### src/rtl/hamming_7_4_pkg.sv
// Shared constants and helpers for the Hamming(7,4) SEC decoder.
// Hamming position k lives at code[8-k].
package hamming_7_4_pkg;

    localparam int P1 = 7;
    localparam int P2 = 6;
    localparam int D1 = 5;
    localparam int P4 = 4;
    localparam int D2 = 3;
    localparam int D3 = 2;
    localparam int D4 = 1;

    function automatic logic [3:1] syndrome(input logic [7:1] code);
        logic s1, s2, s3;
        s1 = code[P1] ^ code[D1] ^ code[D2] ^ code[D4];
        s2 = code[P2] ^ code[D1] ^ code[D3] ^ code[D4];
        s3 = code[P4] ^ code[D2] ^ code[D3] ^ code[D4];
        return {s3, s2, s1};
    endfunction

    function automatic logic [4:1] extract_data(input logic [7:1] code);
        return {code[D1], code[D2], code[D3], code[D4]};
    endfunction

endpackage

### src/rtl/hamming_7_4_decoder_if.sv
// Codeword-in / corrected-data-out bundle for the Hamming(7,4) decoder.
interface hamming_7_4_decoder_if;

    logic       valid_in;
    logic [7:1] code_in;
    logic       valid_out;
    logic [4:1] data_out;
    logic       error;
    logic [3:1] syndrome;

    modport master (
        output valid_in, code_in,
        input  valid_out, data_out, error, syndrome
    );

    modport slave (
        input  valid_in, code_in,
        output valid_out, data_out, error, syndrome
    );

endinterface

### src/rtl/hamming_7_4_syndrome.sv
// Combinational syndrome {s3,s2,s1} of a received 7-bit codeword.
module hamming_7_4_syndrome
    import hamming_7_4_pkg::*;
(
    input  logic [7:1] code_in,
    output logic [3:1] syn_out
);

    assign syn_out = syndrome(code_in);

endmodule

### src/rtl/hamming_7_4_decoder.sv
// Hamming(7,4) single-error-correcting decoder with registered outputs.
// Double errors miscorrect silently; only SEC is provided.
module hamming_7_4_decoder
    import hamming_7_4_pkg::*;
(
    input  logic                   clk,
    input  logic                   rst,
    hamming_7_4_decoder_if.slave   dec_if
);

    logic [3:1] syn_c;
    logic [7:1] flip_mask;
    logic [7:1] corr_c;

    logic       valid_d, valid_q;
    logic [4:1] data_d,  data_q;
    logic       error_d, error_q;
    logic [3:1] syn_d,   syn_q;

    hamming_7_4_syndrome u_syndrome (
        .code_in (dec_if.code_in),
        .syn_out (syn_c)
    );

    // Syndrome value S selects Hamming position S, i.e. code bit 8-S.
    always_comb begin
        flip_mask = '0;
        case (syn_c)
            3'd1: flip_mask[P1] = 1'b1;
            3'd2: flip_mask[P2] = 1'b1;
            3'd3: flip_mask[D1] = 1'b1;
            3'd4: flip_mask[P4] = 1'b1;
            3'd5: flip_mask[D2] = 1'b1;
            3'd6: flip_mask[D3] = 1'b1;
            3'd7: flip_mask[D4] = 1'b1;
            default: flip_mask = '0;
        endcase
        corr_c = dec_if.code_in ^ flip_mask;
    end

    always_comb begin
        valid_d = dec_if.valid_in;
        data_d  = data_q;
        error_d = error_q;
        syn_d   = syn_q;
        if (dec_if.valid_in) begin
            data_d  = extract_data(corr_c);
            error_d = (syn_c != 3'd0);
            syn_d   = syn_c;
        end
    end

    always_ff @(posedge clk) begin
        if (rst) begin
            valid_q <= 1'b0;
            data_q  <= '0;
            error_q <= 1'b0;
            syn_q   <= '0;
        end else begin
            valid_q <= valid_d;
            data_q  <= data_d;
            error_q <= error_d;
            syn_q   <= syn_d;
        end
    end

    assign dec_if.valid_out = valid_q;
    assign dec_if.data_out  = data_q;
    assign dec_if.error     = error_q;
    assign dec_if.syndrome  = syn_q;

endmodule

### src/flat_wrapper.sv
// flat-port wrapper written by rule: the top's interface ports become plain ports
module hamming_7_4_decoder_flat import hamming_7_4_pkg::*;
  (clk, rst, dec_if_valid_in, dec_if_code_in, dec_if_valid_out, dec_if_data_out, dec_if_error, dec_if_syndrome);
  hamming_7_4_decoder_if dec_if_i ();
  input  logic clk;
  input  logic rst;
  input wire logic [$bits(dec_if_i.valid_in)-1:0] dec_if_valid_in;
  input wire logic [$bits(dec_if_i.code_in)-1:0] dec_if_code_in;
  output wire logic [$bits(dec_if_i.valid_out)-1:0] dec_if_valid_out;
  output wire logic [$bits(dec_if_i.data_out)-1:0] dec_if_data_out;
  output wire logic [$bits(dec_if_i.error)-1:0] dec_if_error;
  output wire logic [$bits(dec_if_i.syndrome)-1:0] dec_if_syndrome;
  assign dec_if_i.valid_in = dec_if_valid_in;
  assign dec_if_i.code_in = dec_if_code_in;
  assign dec_if_valid_out = dec_if_i.valid_out;
  assign dec_if_data_out = dec_if_i.data_out;
  assign dec_if_error = dec_if_i.error;
  assign dec_if_syndrome = dec_if_i.syndrome;
  hamming_7_4_decoder u_core (.clk(clk), .rst(rst), .dec_if(dec_if_i));
endmodule
### config.mk
export PLATFORM = sky130hd
export DESIGN_NAME = hamming_7_4_decoder_flat
export DESIGN_NICKNAME = d
export VERILOG_FILES = /design/src/rtl/hamming_7_4_pkg.sv /design/src/rtl/hamming_7_4_decoder_if.sv /design/src/rtl/hamming_7_4_syndrome.sv /design/src/rtl/hamming_7_4_decoder.sv /design/src/flat_wrapper.sv
export SDC_FILE = /design/constraint.sdc
export NUM_CORES = 1
export LEC_CHECK = 0
export ABC_CLOCK_PERIOD_IN_PS = 3200
export CAP_MARGIN = 5
export CORE_MARGIN = 8
export CORE_UTILIZATION = 46
export DETAILED_ROUTE_END_ITERATION = 6
export PLACE_DENSITY = 0.85
export SKIP_LAST_GASP = 1
export SYNTH_ARGS = -nofsm -noshare
export SYNTH_HDL_FRONTEND = slang
export SYNTH_SLANG_ARGS = --single-unit
### constraint.sdc
create_clock -name clk -period 3.2 [get_ports clk]
set_input_delay 0.96 -clock clk [delete_from_list [all_inputs] [get_ports clk]]
set_output_delay 0.96 -clock clk [all_outputs]
set_load 0.01 [all_outputs]
# Yosys cells after proc, flatten, opt, wreduce, memory -nomap -nowiden
# Cells that the tools add are included.
[word_totals] reg_bits=9 latchBits=0 mem_bits_rw=0 mem_bits_ro=0 in_bits=10 elab_cells=25 n_memories=0
[classes] addsub=0 mul=0 div=0 magnitude_cmp=0 eq_ne=5 shift=0 muxes=5 bitwise=10 reduce_logical=1
[ops] operator="$eq A3 B3 Y1 const B" n=4
[ops] operator="$xor A1 B1 Y1" n=9
[ops] operator="$mux W1" n=5
[ops] operator="$xor A5 B5 Y5" n=1
[ops] operator="$eq A3 B2 Y1 const B" n=1
[ops] operator="$reduce_bool A3 Y1" n=1

# Depth between registers and ports, before layout
# Gate-level depths: netlist of the first run.
[logic_depth] ltp_word=6 depth_mapped=5

# By module
# From an unflattened synthesis of the first run, not the netlist that was laid out.
[unflattened] hier_cells=48 area_unflattened_um2=430.4
[modules_own_cells] mod="hamming_7_4_decoder" n_inst=1 cells_each=40 area_each_um2=360.3 seq_area_each_um2=180.2
[modules_own_cells] mod="hamming_7_4_syndrome" n_inst=1 cells_each=8 area_each_um2=70.1 seq_area_each_um2=0.0

# Least setup slack after synthesis of the first run
# Ideal clock, no wire load.
[synth_path] path_type="in2reg" from="in dec_if_code_in[4]" to="reg u_core.data_q (netlist bit u_core.dec_if.data_out[2])" setup_ns=0.063 t_arrival_ns=2.042 required_time_ns=3.137 path_slack_ns=1.096 cell_stages=5 n_path_buf=1 path_cell_list="buf_2 > xnor2_1 > nand3_1 > a2111oi_0 > nand3b_1"
[synth_via] elab_chain_len=6 elab_cells_between_ends=9
[synth_rtl] item="start, declared" line="flat_wrapper.sv:8" source="input wire logic [$bits(dec_if_i.code_in)-1:0] dec_if_code_in;"
[synth_rtl] item="$xor A1 B1 Y1 (on tied branches) (3 in a row)" line="hamming_7_4_pkg.sv:15, hamming_7_4_pkg.sv:16"
[synth_rtl] item="$eq A3 B3 Y1 (*)" line="hamming_7_4_decoder.sv:28" source="case (syn_c)"
[synth_rtl] item="$mux W1 (*)" line="hamming_7_4_decoder.sv:28"
[synth_rtl] item="$xor A5 B5 Y5 (*)" line="hamming_7_4_decoder.sv:38" source="corr_c = dec_if.code_in ^ flip_mask;"
[synth_rtl] item="end signal, assigned" line="hamming_7_4_decoder.sv:61" source="data_q <= data_d;"
[synth_rtl] item="end, declared" line="hamming_7_4_decoder.sv:16" source="logic [4:1] data_d, data_q;"
# Every way passes the cells marked *; elsewhere a longest branch is shown, timed or not.
# A chain may end at the register's enable or synchronous reset.

# Final worst setup path of the first run
[layout_path] from="in dec_if_code_in[2]" to="reg u_core.data_q (netlist bit u_core.dec_if.data_out[2])"
[layout_via] elab_chain_len=6 elab_cells_between_ends=8
[layout_rtl] item="$xor A1 B1 Y1 (3 in a row)" line="hamming_7_4_pkg.sv:17" source="s3 = code[P4] ^ code[D2] ^ code[D3] ^ code[D4];"
[layout_rtl] item="$eq A3 B3 Y1 (*)" line="hamming_7_4_decoder.sv:28"
[layout_rtl] item="$mux W1 (*)" line="hamming_7_4_decoder.sv:28"
[layout_rtl] item="$xor A5 B5 Y5 (*)" line="hamming_7_4_decoder.sv:38"
# Marked as above.

==> run summary, run 1 <==
The flow ran to the end, and the final reports show no timing, DRC or antenna violations. The overall via count from detail_route came out at 606. The clock latency of the later-clocked register in the worst-skew pair is 0.25 ns. The final number of hold-violating endpoints came to 0. In this run the worst setup path begins at dec_if_code_in[2]. The startpoint identified for the worst register-to-register timing path is u_core.dec_if.data_out[2]. The library cell occupying the most area in the post-synthesis netlist is sky130_fd_sc_hd__dfxtp_1. The number of placed instances, taps included came out at 105.

The clock network burns 25.3% of the power. The via density per instance is 5.56. The effective utilization at floorplan came out at 49.1%. The max capacitance violation total is 0. The sequential share of power is 38.6%. The total setup violations reported at the end of the flow came out at 0. The tightest hold margin is 0.484 ns. The number of distinct library cells after synthesis came out at 23. The finished layout holds 109 standard cells, fillers aside. The number of max-slew violations in the final report is 0. The antenna diode count is 0.

Ranked by instance count, the synthesized netlist is headed by sky130_fd_sc_hd__nand3_1, sky130_fd_sc_hd__dfxtp_1, sky130_fd_sc_hd__nor2_1. The HPWL after detailed placement is 1.07 mm. The placement row count came out at 13. The clock tree skew after final layout is 0 ns.

The area of the core is 1300 um2. Following the worst setup path forward leads to its endpoint at u_core.dec_if.data_out[2]. The instance area at placement is 811 um2. The share of synthesized area occupied by flip-flops and latches is 28.2%. The setup check on the worst reg-to-reg path leaves a slack of 2.42 ns. The number of cells produced by synthesis is 77. The clock drives 9 sinks. Dividing the detail-routed wire length by the instance count gives 12.4 um. The post-synthesis net count came out at 87.

In the final design database the tool counted 105 nets. Yosys mapped a number of flops with a built-in enable equal to 0. The clock tree root buffer cell is sky130_fd_sc_hd__clkbuf_4. The synthesized design contains 9 register bits. The endpoint arrival time on the critical path is 2.70 ns. In this run the remaining antenna-violating nets after routing total 0.

The reg-to-reg critical path endpoint is u_core.dec_if.data_out[2]. The number of synthesis warnings came out at 0. The number of hold-repair buffers added at the cts stage is 0. The time the worst path needs with I/O delays and setup is 2.50 ns.

At the pin with the least slew margin, the transition time is 0.648 ns. The share of the synthesized area in the top cell type is 28.2%. The first-pass iteration count of the detailed router came out at 4. The first-iteration detailed-routing DRC count came out at 7.

The maximum clock frequency came out at 0.400 GHz. The leakage power came out at 0.292 nW. The share of synthesized registers carrying an async set or reset came out at 0%.

The area of the die is 2840 um2. The library cell contributing the largest single delay on the critical path is sky130_fd_sc_hd__clkdlybuf4s50_1. The first-pass GRT wire length came out at 2.22 mm.

No sink is reached through more buffers than the 2 on the longest clock path. The startpoint identified for the worst hold timing path is u_core.dec_if.data_out[1]. The kind of critical path is in -> reg.

Setup repair after global routing left no endpoint under its margin. The depth of the worst register-to-register path came out at 3. The width of the chip is 53.3 um. In the post-synthesis netlist, the cell with the most instances is sky130_fd_sc_hd__nand3_1. The overall overflow remaining after global route came out at 0. The fraction of power consumed by combinational cells is 36.1%. The most used flip-flop cell after synthesis is sky130_fd_sc_hd__dfxtp_1. The fraction of layout cells with a size suffix above 1 came out at 9.57%.

After routing the design area is 837 um2. Walking the worst path, the cells encountered are clkdlybuf4s50_1, xnor2_1, nand3_1, a2111oi_0, nand3b_1. The total of buffers placed on input and output ports is 18.

The number of H-tree levels came out at 1. Relative to the synthesized area, the layout overhead comes to 30.9%. The min-delay analysis places its worst path in the category reg -> reg.

Of all nets on the critical path, the largest fanout is 6. Counting the fill cells in the layout gives 107. STA classifies the critical path startpoint as a primary input. The post-synthesis instance area came out at 639 um2. The remaining design rule violation count came out at 0. The congestion estimate from routability-driven global placement came to 0.910. The largest single stage delay on the critical path is 0.55 ns. The number of ports placed on the die boundary came out at 19. The mean instance size in the synthesized netlist is 8.30 um2. The final total negative setup slack is 0 ns.

The net switching power came out at 0.103 mW. The routed design has 1.35 mm of wire. The number of global-route vias before repair is 559. After clock tree synthesis, the clock-pin slew on the worst setup and hold paths is 0.06 ns. The die is 53.3 um tall.

The initial antenna violation count came out at 0. The total power divided by cell area came out at 399 nW/um2. The power after layout is 0.334 mW. The data required time of the critical path came out at 3.39 ns.

Entering global routing, the biggest net connects 21 pins. The final critical path takes up 78.2% of the cycle. The CTS buffer count is 3. Counting instances, the worst hold path has a depth of 2. Cell internal power was estimated by the tool at 0.231 mW. The worst setup path is captured at a flop. Ranked by total cell area, the synthesized netlist is headed by sky130_fd_sc_hd__dfxtp_1, sky130_fd_sc_hd__nand3_1, sky130_fd_sc_hd__xnor2_1. The overall track demand over capacity in global routing came out at 10.2%.

IR analysis of the VDD net gives a maximum drop of 0.140 mV. In this run the post-CTS setup repair buffer count came out at 0. The total of cells resized after clock tree synthesis is 0. Of the total power, the share spent switching nets is 30.8%. TritonCTS built the clock tree.

The relative max-transition margin is 56.7%.
## cell type report
| type | count | area (um2) | share of cell area, % |
|---|---|---|---|
| Timing Repair Buffer | 18 | 180 | 21.5 |
| Tap cell | 15 | 18.8 | 2.24 |
| Multi-Input combinational cell | 63 | 432 | 51.6 |
| Clock buffer | 4 | 26.3 | 3.14 |
| Sequential cell | 9 | 180 | 21.5 |
## cells by family after synthesis
logic type,count (synthesis),share of synthesized area (%)
and+or+nand+nor,37,29.7
AOI/OAI and AO/OA,13,14.1
xor gates and xnor gates,13,23.7
DFF,9,28.2
buffers and inverters,5,4.30
## critical path: cells and delay by family
family	cells	cell delay [ns]
simple gates	2	0.32
xor+xnor	1	0.47
buf+inv	1	0.55
compound gates	1	0.40
## cells in the final DEF, fill, tap and decap left out, types with 2 or more instances in the layout
master	instances
sky130_fd_sc_hd__nand3_1	13
sky130_fd_sc_hd__nor2_1	8
sky130_fd_sc_hd__nor3b_1	4
sky130_fd_sc_hd__nand3b_1	2
sky130_fd_sc_hd__nor3_1	2
sky130_fd_sc_hd__clkdlybuf4s50_1	18
sky130_fd_sc_hd__a311oi_1	2
sky130_fd_sc_hd__xor2_2	2
sky130_fd_sc_hd__xor2_1	2
sky130_fd_sc_hd__a2111oi_0	2
sky130_fd_sc_hd__a21oi_1	4
sky130_fd_sc_hd__clkbuf_4	3
sky130_fd_sc_hd__a211oi_1	3
sky130_fd_sc_hd__nand2_1	5
sky130_fd_sc_hd__xnor2_2	3
sky130_fd_sc_hd__dfxtp_1	9
sky130_fd_sc_hd__xnor2_1	6
## metal layers
layer | track usage (%) | vias to the layer above | wire length [um] | part of all wire [%]
li1 | - | 310 | - | -
met4 | 7.14 | 0 | 9 | 0.67
met2 | 16.2 | 25 | 614 | 45
met1 | 11.1 | 269 | 610 | 45
met3 | 3.64 | 2 | 119 | 8.8
met5 | 0 | - | 0 | 0
## how the worst min path moves through the flow
stage	to	slack, ns
floorplan	u_core.dec_if.data_out[1]	0.50
global placement	u_core.dec_if.syndrome[2]	0.47
detailed placement	u_core.dec_if.syndrome[3]	0.48
CTS	u_core.dec_if.syndrome[3]	0.49
global route	u_core.dec_if.data_out[1]	0.52
finish	u_core.dec_if.data_out[1]	0.48
## power groups by stage
stage          Sequential, mW  Clock, mW  Combinational (mW)
6_report                0.129     0.0845               0.121
5_1_grt                 0.130     0.0957               0.130
2_1_floorplan           0.137          0              0.0673
4_1_cts                 0.129     0.0891               0.121
3_5_place_dp            0.132          0               0.121
3_3_place_gp            0.131          0               0.118
## through the flow
stage	setup slack, ns	util, %
global route	0.511	64.3
global placement	0.499	62.3
floorplan	1.10	-
detailed placement	0.433	62.3
CTS	0.702	64.3
finish	0.697	64.3
## flip-flops by register name (all words and copies together), names as in the netlist
signal / flops
u_core.dec_if.error: 1
u_core.dec_if.syndrome: 3
u_core.dec_if.data_out: 4
u_core.dec_if.valid_out: 1
Power figures use the tool's default switching activity.
==> run 2: changes to the inputs <==
- ABC_CLOCK_PERIOD_IN_PS: 3200 -> 2009
- CORE_UTILIZATION: 46 -> 40
- PLACE_DENSITY: 0.85 -> 0.79
- clock period: 3.2 -> 2.01 ns (I/O delays scaled with it)
==> run 2 against run 1 <==
Setup slack got worse by 0.61 ns. Total power rose by 78%. Sequential power rose by 59%. Register-to-register slack got worse by 1.2 ns. Critical path depth did not move. Utilization rose by 2.6 points. Hold slack got worse by 0.0018 ns. Final cell count rose by 17%. Cell area rose by 20%.
==> run summary, run 2 (synthesis results as in run 1) <==
The run finished with clean final reports. The area of the core came to 1510 um2 (+16%). The most common library cell in the layout ignoring fill and taps is sky130_fd_sc_hd__buf_4.

The fraction of layout cells with a size suffix above 1 came out at 25.2% (+16 points). The worst setup path is captured at a flop. The tightest hold margin is 0.483 ns (-0.00183 ns). The first-pass iteration count of the detailed router came out at 4 (unchanged). The final number of hold-violating endpoints was 0 (unchanged). The via density per instance came out at 5.34 (-4.0%). The overall overflow remaining after global route is 0 (unchanged). The number of sinks driven by the clock tree is 9 (unchanged). The total detailed-routing wirelength came to 1.70 mm (+26%).

The remaining design rule violation count came to 0 (unchanged). The critical path is of the in -> reg type. The time the worst path needs with I/O delays and setup came out at 1.92 ns. Leaving out fill and tap cells, the most frequent cells in the layout are sky130_fd_sc_hd__buf_4, sky130_fd_sc_hd__clkdlybuf4s50_1, sky130_fd_sc_hd__nand3_1, sky130_fd_sc_hd__dfxtp_1, sky130_fd_sc_hd__nor2_1. The layout net count came out at 122 (+16%).

The total of cells resized after clock tree synthesis is 3 (+3). The first-iteration detailed-routing DRC count came out at 30 (+23). The area taken by flip-flops and latches is 180 um2 (unchanged). The effective utilization at floorplan came out at 42.4% (-6.7 points). The pre-CTS setup slack is -0.292 ns (-0.725 ns).

The total power divided by cell area was 590 nW/um2 (+48%). The initial antenna violation count came out at 0 (unchanged). STA classifies the critical path startpoint as a primary input.

The area of the die is 3130 um2 (+10%). The overall via count from detail_route is 678 (+12%). The clock-pin transition on the worst setup and hold timing paths was 0.06 ns (about the same).

The first-pass GRT wire length came to 2.76 mm (+24%). The final total negative setup slack came out at 0 ns (unchanged). TritonCTS built the clock tree. The pin count of the biggest net entering global routing came out at 16 (-24%). The number of hold-repair buffers added at the cts stage is 0 (unchanged).

The power after layout came to 0.595 mW (+78%). The overall track demand over capacity in global routing came out at 10.5% (+0.21 points). The data required time of the critical path came to 2.21 ns (-1.18 ns). The number of buffers on the longest clock path came out at 2 (unchanged).

The CTS buffer count came to 3 (unchanged). The number of H-tree levels came out at 1 (unchanged). The final HPWL from detailed placement is 1.36 mm (+28%). The number of nets with antenna violations after routing came out at 0 (unchanged). The synthesis-to-finish area growth is 57.7%. The placement row count is 14 (+1). The total of buffers placed on input and output ports came out at 18 (unchanged). The clock tree skew after final layout was 0 ns (unchanged). The number of global-route vias before repair is 684 (+22%). The final critical path takes up 95.5% of the cycle. The largest fanout on the critical path came out at 5 (-1).

The maximum vdd drop came out at 0.272 mV (+95%). The endpoint arrival time on the critical path is 2.12 ns (-0.58 ns). Timing would allow up to 0.521 GHz. The relative max-transition margin came out at 76.0% (+19 points).

The number of flip-flops in the largest register is 4 (unchanged). The setup slack after layout came out at 0.0895 ns (-0.608 ns). The clock latency of the later-clocked register in the worst-skew pair is 0.26 ns (about the same). The leakage power is 0.406 nW (+39%).

The path class of the lowest-slack min-delay path is reg -> reg. The number of max-slew violations in the final report was 0 (unchanged). The max capacitance violation total came to 0 (unchanged).

The buffers inserted during post-CTS setup optimization is 0 (unchanged). The die extent in y is 56.0 um (+5.1%). The total setup violations reported at the end of the flow came out at 0 (unchanged). Setup repair after global routing could not meet its margin everywhere. The area occupied by multi-input gates is 458 um2 (+6.1%).

The total of fill cells in the finished design is 118 (+10%). The antenna diode count is 0 (unchanged). The width of the chip came to 56.0 um (+5.1%). The slew at the pin closest to its max-slew limit is 0.358 ns (-0.290 ns).

The number of ports placed on the die boundary was 19 (unchanged). The final estimated routing congestion in global placement is 0.847 (-6.9%). The root buffer cell chosen for the clock tree is sky130_fd_sc_hd__clkbuf_4.

The mean routed wirelength per cell was 13.4 um (+7.8%).
[run 2: cell count changes in the layout (fill, tap and decap cells not counted), sizes merged]
cell,change
buf,+17
clkdlybuf4s50,-3
dlygate4sd2,+1
dlymetal6s2s,+2
[run 2: cell type report]
type	instances	area share, %
Clock buffer	4	2.61
Multi-Input combinational cell	63	45.4
Sequential cell	9	17.9
Tap cell	16	1.99
Timing Repair Buffer	35	32.1
[run 2: power by group]
part           switching [mW]  leakage, nW  internal (mW)
clock network          0.0619       0.0150         0.0764
logic                   0.116        0.316          0.136
registers             0.00770       0.0749          0.197
total                   0.186        0.406          0.409
[run 2: path summary, 6_finish.rpt]
check | start | to | slack (ns) | cells after the start
min reg2reg | u_core.dec_if.syndrome[2] | u_core.dec_if.syndrome[2] | 0.48 | 2
min | u_core.dec_if.syndrome[2] | u_core.dec_if.syndrome[2] | 0.48 | 2
max reg2reg | u_core.dec_if.data_out[4] | u_core.dec_if.data_out[4] | 1.26 | 3
max | dec_if_code_in[4] | u_core.dec_if.data_out[3] | 0.09 | 5
[run 2: through the flow]
stage	area (um2)	util [%]	std cells
floorplan	639	-	77
global placement	952	63.2	123
detailed placement	952	63.2	123
CTS	990	65.7	127
global route	1010	66.9	127
finish	1010	66.9	127
[run 2: critical path, stage by stage]
cell and delay (ns):
sky130_fd_sc_hd__clkdlybuf4s50_1 0.56, sky130_fd_sc_hd__xor2_2 0.27, sky130_fd_sc_hd__nand3_1 0.15, sky130_fd_sc_hd__a2111oi_1 0.39
sky130_fd_sc_hd__nand3b_1 0.15
[run 2: routing by layer]
layer / vias up / global-route usage, % / part of all wire [%]
li1: 340 / - / -
met1: 300 / 10.8 / 40
met2: 34 / 17.9 / 51
met3: 4 / 2.05 / 6.5
met4: 0 / 7.90 / 2.4
met5: - / 0 / 0
==> run 3: changes to the inputs <==
- CORE_MARGIN: 8 -> 4
==> run 3 against run 2 <==
Highest routed layer unchanged. Critical path depth is 1 higher. Clock power increased by 3%. Largest cell class unchanged. Final cell count is the same. Combinational power decreased by 2%. Clock skew unchanged. Sequential share of layout area shrank 0.18 points. Clock-buffer cell count is the same. Global-route usage rose by 3.6 points.
==> run summary, run 3 (synthesis results as in run 1) <==
Leaving out fill and tap cells, the most frequent cell in the layout is sky130_fd_sc_hd__buf_4. The via density per instance is 5.22 (-2.2%). Setup repair after global routing could not meet its margin everywhere. The final clock period utilization by the worst path is 96.7% (+1.1 points). The pin count of the biggest net entering global routing is 17 (+1). The tightest hold margin came out at 0.482 ns (-0.000519 ns).

The initial antenna violation count came out at 0 (unchanged). The top metal layer carrying routed signals is met4. The slew at the pin closest to its max-slew limit came out at 0.413 ns (+0.0549 ns). The mean routed wirelength per cell came out at 11.5 um (-14%). TritonCTS built the clock tree. The number of sinks driven by the clock tree is 9 (unchanged).

The number of max-slew violations in the final report came out at 0 (unchanged). The path class of the lowest-slack min-delay path is reg -> reg. The net switching power came out at 0.183 mW (-1.5%).

The relative max-transition margin is 72.4% (-3.7 points). The die extent in y came out at 48.0 um (-14%). The area of the die is 2300 um2 (-27%). The utilization after layout is 67.6% (+0.66 points). The clock tree skew after final layout is 0 ns (unchanged). The total of buffers placed on input and output ports is 18 (unchanged). The kind of critical path is in -> reg.

The CTS buffer count is 3 (unchanged). The data required time of the critical path came to 2.22 ns (about the same). The width of the chip is 48.0 um (-14%).

The routed metal-1 wire length came to 616 um (-9.9%). The overall overflow remaining after global route is 0 (unchanged). The number of ports placed on the die boundary is 19 (unchanged). The first-iteration detailed-routing DRC count came out at 9 (-70%).

The number of flip-flops in the largest register came out at 4 (unchanged). The clock latency of the later-clocked register in the worst-skew pair is 0.26 ns (about the same). The endpoint arrival time on the critical path was 2.15 ns (+0.03 ns). The time the worst path needs with I/O delays and setup is 1.94 ns (+0.0228 ns). The overall track demand over capacity in global routing is 14.1% (+3.6 points). The fraction of layout cells with a size suffix above 1 came out at 25.2% (unchanged). The total detailed-routing wirelength came to 1.46 mm (-14%). The number of nets with antenna violations after routing came out at 0 (unchanged). The terminating pin of the worst hold path is u_core.dec_if.syndrome[3]. The maximum clock frequency is 0.515 GHz (-1.2%). The worst setup path is captured at a flop.

The worst hold path begins at u_core.dec_if.syndrome[3]. The first-pass iteration count of the detailed router came out at 4 (unchanged). The cell count of the worst hold path came out at 2 (unchanged).

The layout net count is 122 (unchanged). The switching portion of total power is 30.9% (-0.33 points). The placement row count is 14 (unchanged). The buffers inserted during post-CTS setup optimization came out at 0 (unchanged).

The wire length on met2 came to 722 um (-16%). The number of H-tree levels came out at 1 (unchanged). The clock-pin transition on the worst setup and hold timing paths is 0.06 ns (about the same). The final estimated routing congestion in global placement is 0.850 (+0.35%). The worst register-to-register path begins at u_core.dec_if.data_out[4]. The area occupied by multi-input gates was 468 um2 (+2.2%). The critical path starts at dec_if_code_in[4]. The synthesis-to-finish area growth is 59.3%.

The area of the core came out at 1510 um2 (unchanged). The worst setup path is launched from a primary input. The final total negative setup slack came to 0 ns (unchanged). The total of fill cells in the finished design came out at 121 (+2.5%). The number of global-route vias before repair came out at 565 (-17%). The maximum vdd drop came out at 0.236 mV (-13%).

The depth of the worst register-to-register path is 3 (unchanged). The sequential share of power is 34.5% (about the same). The antenna diode count came to 0 (unchanged). The overall via count from detail_route is 663 (-2.2%). The largest fanout on the critical path came out at 5 (unchanged). The met3 routed wirelength came out at 73 um (-34%).

The first-pass GRT wire length is 2.21 mm (-20%). The cell internal power dissipation was 0.409 mW (about the same). In the layout the commonest cells are sky130_fd_sc_hd__buf_4, sky130_fd_sc_hd__clkdlybuf4s50_1, sky130_fd_sc_hd__nand3_1, sky130_fd_sc_hd__dfxtp_1, sky130_fd_sc_hd__nor2_1. The area taken by flip-flops and latches came out at 180 um2 (unchanged).

The fraction of power consumed by combinational cells is 41.5% (-0.9 points). The leakage power came out at 0.407 nW (+0.28%). The total setup violations reported at the end of the flow is 0 (unchanged). The endpoint identified for the worst register-to-register timing path is u_core.dec_if.data_out[4]. The final number of hold-violating endpoints came out at 0 (unchanged). The clock tree root buffer cell is sky130_fd_sc_hd__clkbuf_4.

The effective utilization at floorplan came out at 42.4% (unchanged). The remaining design rule violation count came out at 0 (unchanged). The final HPWL from detailed placement is 1.18 mm (-13%). The number of buffers on the longest clock path is 2 (unchanged). The total power divided by cell area came out at 582 nW/um2 (-1.5%). The flow ran to the end, and the final reports show no timing, DRC or antenna violations. The clock share of power is 24.0% (+0.8 points). The setup slack of the worst register-to-register path was 1.25 ns (about the same). The max capacitance violation total is 0 (unchanged).
-- run 3: cell counts in the layout (fill, tap and decap cells not counted) --
Identical to the previous run, type by type.
-- run 3: layer usage --
metal | up-vias | global-route usage (%)
li1 | 347 | -
met1 | 290 | 15.3
met2 | 21 | 24.5
met3 | 5 | 1.13
met4 | 0 | 11.3
met5 | - | 0
-- run 3: cell type report --
cell class	instances	share of cell area, %
clock buffer	4	2.58
multi-input combinational	63	45.9
sequential	9	17.7
tap	16	1.97
timing repair buffer	35	31.8
-- run 3: power by group through the flow --
stage	Sequential [mW]	Clock, mW	Combinational (mW)
after global placement	0.208	0	0.233
after CTS	0.205	0.145	0.242
final	0.205	0.142	0.246
after global routing	0.206	0.152	0.269
after floorplan	0.218	0	0.107
after detailed placement	0.209	0	0.238
-- run 3: worst max-delay path by stage --
stage | cells past startpoint | slack (ns) | endpoint
3_3_place_gp | 5 | -0.22 | u_core.dec_if.data_out[2]
3_5_place_dp | 6 | -0.30 | u_core.dec_if.data_out[3]
2_1_floorplan | 5 | 0.26 | u_core.dec_if.data_out[2]
5_1_grt | 6 | -0.03 | u_core.dec_if.data_out[3]
4_1_cts | 5 | 0.03 | u_core.dec_if.data_out[2]
6_report | 6 | 0.07 | u_core.dec_if.data_out[3]
-- run 3: timing repair --
action                                  4_1_cts  5_1_grt
endpoints found under the setup margin        1        3
pin swaps                                     0        1
gates cloned                                  0        0
gates resized for setup                       3        5
hold buffers                                  0        0
-- run 3: worst max-delay path: stages --
cell	delay [ns]
sky130_fd_sc_hd__clkdlybuf4s50_1	0.54
sky130_fd_sc_hd__buf_4	0.16
sky130_fd_sc_hd__xor2_4	0.19
sky130_fd_sc_hd__nand3_1	0.14
sky130_fd_sc_hd__a2111oi_2	0.38
sky130_fd_sc_hd__nand3b_1	0.14
-- run 3: stage by stage --
step / total power [mW] / std cells / instance area [um2] / worst slack, ns
floorplan: 0.325 / 77 / 639 / 0.263
global placement: 0.441 / 123 / 952 / -0.217
detailed placement: 0.447 / 123 / 952 / -0.304
CTS: 0.592 / 127 / 990 / 0.0314
global route: 0.627 / 127 / 1020 / -0.0261
finish: 0.592 / 127 / 1020 / 0.0667
==> edit 1: new RTL, settings of run 1 <==
The package constant `D2` goes from 3 to 6.
--- a/src/rtl/hamming_7_4_pkg.sv
+++ b/src/rtl/hamming_7_4_pkg.sv
@@ -8,3 +8,3 @@
     localparam int P4 = 4;
-    localparam int D2 = 3;
+    localparam int D2 = 6;
     localparam int D3 = 2;
Check against the original RTL: not equivalent (a bounded check fails within 4 cycles, from zero or initial values and one cycle with rst high).
==> edit 1 against run 1 <==
Critical path depth stayed put; fmax down 2.4%; sequential cell count unchanged; setup slack lost 61 ps; register-to-register slack improved by 60 ps; sequential share of layout area grew 0.53 points; cell area fell by 2.4%; total power fell by 6.0%; routed wire length fell by 0.89%; worst hold slack gained 5.2 ps; area after synthesis decreased by 0.98%; non-clock buffer count unchanged.
==> edit 1: results (changes against run 1) <==
Critical path:
- The data arrival at the endpoint of the critical path came to 2760 ps (was 2700 ps).
- The terminus of the critical flop-to-flop path is u_core.dec_if.data_out[1] (was u_core.dec_if.data_out[2]).
- The depth of the most critical reg-to-reg path is 2 (was 3).
- The largest fanout of any net on the critical path was 8 (was 6).
- The worst setup slack for register-to-register paths came to 2480 ps (was 2420 ps).
- The startpoint of the most critical register-to-register path is u_core.dec_if.data_out[1] (was u_core.dec_if.data_out[2]).
- The delay of the slowest critical-path stage is 690 ps (was 550 ps).

Final layout:
- The fraction of final layout cells with drive strength greater than 1 is 0.125 (was 0.0957).
- The final cell count without fillers is 103 (was 109).
- The net count reported at finish is 99 (was 105).

STA:
- The worst relative slew slack is 0.733 (was 0.567).
- The final hold slack is 490 ps (was 484 ps).

GRT:
- The all-layer global routing usage is 0.103 (was 0.102).
- The maximum number of pins on one net before global-route repair came to 16 (was 21).
- The wire length of the first global-routing pass is 2150 um (was 2220 um).
- The fraction of met2 tracks used by global routing is 0.160 (was 0.162).
- The via count of the first global-routing pass is 511 (was 559).
- The met3 capacity usage during global routing is 0.0392 (was 0.0364).

Pwr:
- The combinational-cell power consumption is 101 uW (was 121 uW).
- The maximum resistive drop on vdd is 0.162 mV (was 0.140 mV).
- The standby leakage power is 0.296 nW (was 0.292 nW).
- The internal power is 224 uW (was 231 uW).
- The ratio of total power to cell area came to 384 nW/um2 (was 399 nW/um2).

Routing:
- The final wirelength is 1340 um (was 1350 um).
- The wire length on met1 is 595 um (was 610 um).
- The routed wire length on met2 is 596 um (was 614 um).
- The sum of met3 wire segment lengths after detailed routing is 116 um (was 119 um).
- The number of DRC markers after the initial detailed-route iteration is 5 (was 7).

Synthesis:
- The post-synth net total is 83 (was 87).
- The compound-cell area share of the yosys netlist is 0.217 (was 0.141).
- The cell count after synthesis is 73 (was 77).
- The fraction of the yosys area taken by sequential cells was 0.285 (was 0.282).
- The post-synthesis cell type count came to 31 (was 23).
- Top post-synthesis cells by area: dfxtp_1 28%, xnor2_1 8.3%, a211oi_1 7.1% (was dfxtp_1 28%, nand3_1 10%, xnor2_1 8.2%).
- Most frequent cells after synthesis: 9 x dfxtp_1, 9 x nor2_1, 6 x a211oi_1, 6 x xnor2_1, 5 x nand2b_1 (was 13 x nand3_1, 9 x dfxtp_1, 8 x nor2_1).

Hold path:
- The startpoint of the lowest-slack hold path was u_core.dec_if.error (was u_core.dec_if.data_out[1]).

Placed design:
- The count of buffers from port buffering was 17 (was 18).
- The total cell area at the placement stage was 791 um2 (was 811 um2).
- The detailed placement HPWL is 1050 um (was 1070 um).
- The placer's final routability congestion estimate is 0.809 (was 0.910).
- The minimum setup slack after placement was 384 ps (was 433 ps).

Run status:
- Run status: complete, no violations (unchanged).
[edit 1: cell types whose count changed in the layout (fill, tap and decap cells not counted), moves of 3 or more]
cell,change
nor3b_1,-4
nand2b_1,+4
a211oi_1,+3
nand2_1,-3
nand3_1,-13
[edit 1: cell type report]
cell class              count  area (um2)
clock buffers               4        26.3
fillers                   117         484
inverters                   2        7.51
multi-input cells          55         407
flip-flops and latches      9         180
well taps                  15        18.8
repair buffers             18         178
[edit 1: worst max path at each step]
stage	end	slack (ps)	cells past startpoint	startpoint
after floorplan	u_core.dec_if.error	1060	5	dec_if_code_in[5]
after global placement	u_core.dec_if.error	370	5	dec_if_code_in[5]
after detailed placement	u_core.dec_if.error	380	5	dec_if_code_in[5]
after CTS	u_core.dec_if.error	640	5	dec_if_code_in[5]
after global routing	u_core.dec_if.error	520	5	dec_if_code_in[5]
final	u_core.dec_if.error	640	5	dec_if_code_in[5]
==> edit 2: new RTL, settings of run 1 <==
Made on the original files. Make the reset (`rst`) asynchronous in one clocked block.
--- a/src/rtl/hamming_7_4_decoder.sv
+++ b/src/rtl/hamming_7_4_decoder.sv
@@ -52,3 +52,3 @@
 
-    always_ff @(posedge clk) begin
+    always_ff @(posedge clk or posedge rst) begin
         if (rst) begin
Function: differs if rst is asserted again (counterexample within 4 cycles, from zero or initial values and one cycle with rst high); with rst held inactive, the same outputs for 10 cycles.
==> edit 2 against run 1 <==
Utilization increased by 3.3 points; cell area down 13%; clock skew stayed put; setup slack worse by 180 ps; routed wire length is 18% lower; total power rose by 6.0%; sequential cell count stayed put; area after synthesis down 20%; largest cell class unchanged; highest routed layer unchanged.
==> edit 2: results (changes against run 1) <==
Synthesis:
- Most frequent cells after synthesis: 9 x dfrtp_1, 7 x nor2_1, 4 x a21oi_1, 4 x xor2_1 (was 13 x nand3_1, 9 x dfxtp_1, 8 x nor2_1).
- The post-synth net total is 60 (was 87).
- The post-synthesis cell type count was 21 (was 23).
- Top post-synthesis cells by area: dfrtp_1 44%, xor2_1 6.8%, nor2_1 5.1% (was dfxtp_1 28%, nand3_1 10%, xnor2_1 8.2%).
- The top cell type's share of synthesized area came to 0.438 (was 0.282).

Routing:
- The total number of vias was 433 (was 606).
- The final wirelength is 1110 um (was 1350 um).
- The wire length on met1 is 488 um (was 610 um).
- The number of DRC markers after the initial detailed-route iteration is 2 (was 7).

Critical path:
- The depth of the most critical reg-to-reg path was 2 (was 3).
- The data arrival at the endpoint of the critical path is 2870 ps (was 2700 ps).
- The terminus of the critical flop-to-flop path was u_core.dec_if.data_out[1] (was u_core.dec_if.data_out[2]).
- The timing endpoint of the critical path is u_core.dec_if.data_out[3] (was u_core.dec_if.data_out[2]).
- The worst setup slack for register-to-register paths is 2510 ps (was 2420 ps).
- The start point of the critical path is dec_if_code_in[1] (was dec_if_code_in[2]).

GRT:
- The maximum number of pins on one net before global-route repair is 19 (was 21).
- The wire length of the first global-routing pass is 1910 um (was 2220 um).
- The all-layer global routing usage was 0.0977 (was 0.102).

STA:
- The final hold slack is 531 ps (was 484 ps).

Pwr:
- The standby leakage power is 0.297 nW (was 0.292 nW).
- The net switching share of the total power was 0.305 (was 0.308).
- The register share of total power was 0.395 (was 0.386).
- The combinational-cell power consumption is 126 uW (was 121 uW).
- The maximum resistive drop on vdd was 0.346 mV (was 0.140 mV).

Final layout:
- The clock network area share is 0.0360 (was 0.0314).
- The multi-input gate share of total cell area was 0.370 (was 0.516).
- The number of sequential storage elements came to 9 (unchanged).
- The number of multi-input logic gates came to 36 (was 63).
- The number of fillers in the final layout is 105 (was 107).
- The fraction of area in registers came to 0.308 (was 0.215).
- The fraction of final layout cells with drive strength greater than 1 was 0.100 (was 0.0957).
- The final-layout non-clock buffer area share came to 0.247 (was 0.215).

Hold path:
- The startpoint of the lowest-slack hold path is u_core.dec_if.syndrome[1] (was u_core.dec_if.data_out[1]).
- The endpoint of the worst hold-timing path is u_core.dec_if.syndrome[1] (was u_core.dec_if.data_out[1]).

Placed design:
- The detailed placement HPWL is 866 um (was 1070 um).
- The placer's final routability congestion estimate is 0.714 (was 0.910).

Run status:
- Run status: complete, no violations (unchanged).
## edit 2: critical path, cell delays in order
cell	delay, ps
clkdlybuf4s50_1	540
xnor3_2	500
xor2_2	200
or4_1	510
a31oi_1	170
## edit 2: metrics by stage
stage	setup WS, ps	area (um2)	cells	util	total power, mW
after floorplan	889	514	50	-	0.208
after global placement	288	704	80	0.652	0.266
after detailed placement	241	704	80	0.652	0.269
after CTS	518	731	84	0.676	0.359
after global routing	448	731	84	0.676	0.375
final	520	731	84	0.676	0.354
## edit 2: layer usage
| layer | vias up | global-route usage |
|---|---|---|
| li1 | 218 | - |
| met1 | 197 | 0.107 |
| met2 | 16 | 0.153 |
| met4 | 0 | 0.0273 |
| met5 | - | 0 |
| met3 | 2 | 0.0610 |
## edit 2: kinds of logic after synthesis
| family | Yosys count | synth area share |
|---|---|---|
| AOI/OAI and AO/OA | 13 | 0.178 |
| buffers and inverters | 5 | 0.0365 |
| xor gates and xnor gates | 10 | 0.229 |
| and+or+nand+nor | 13 | 0.119 |
| DFF | 9 | 0.438 |
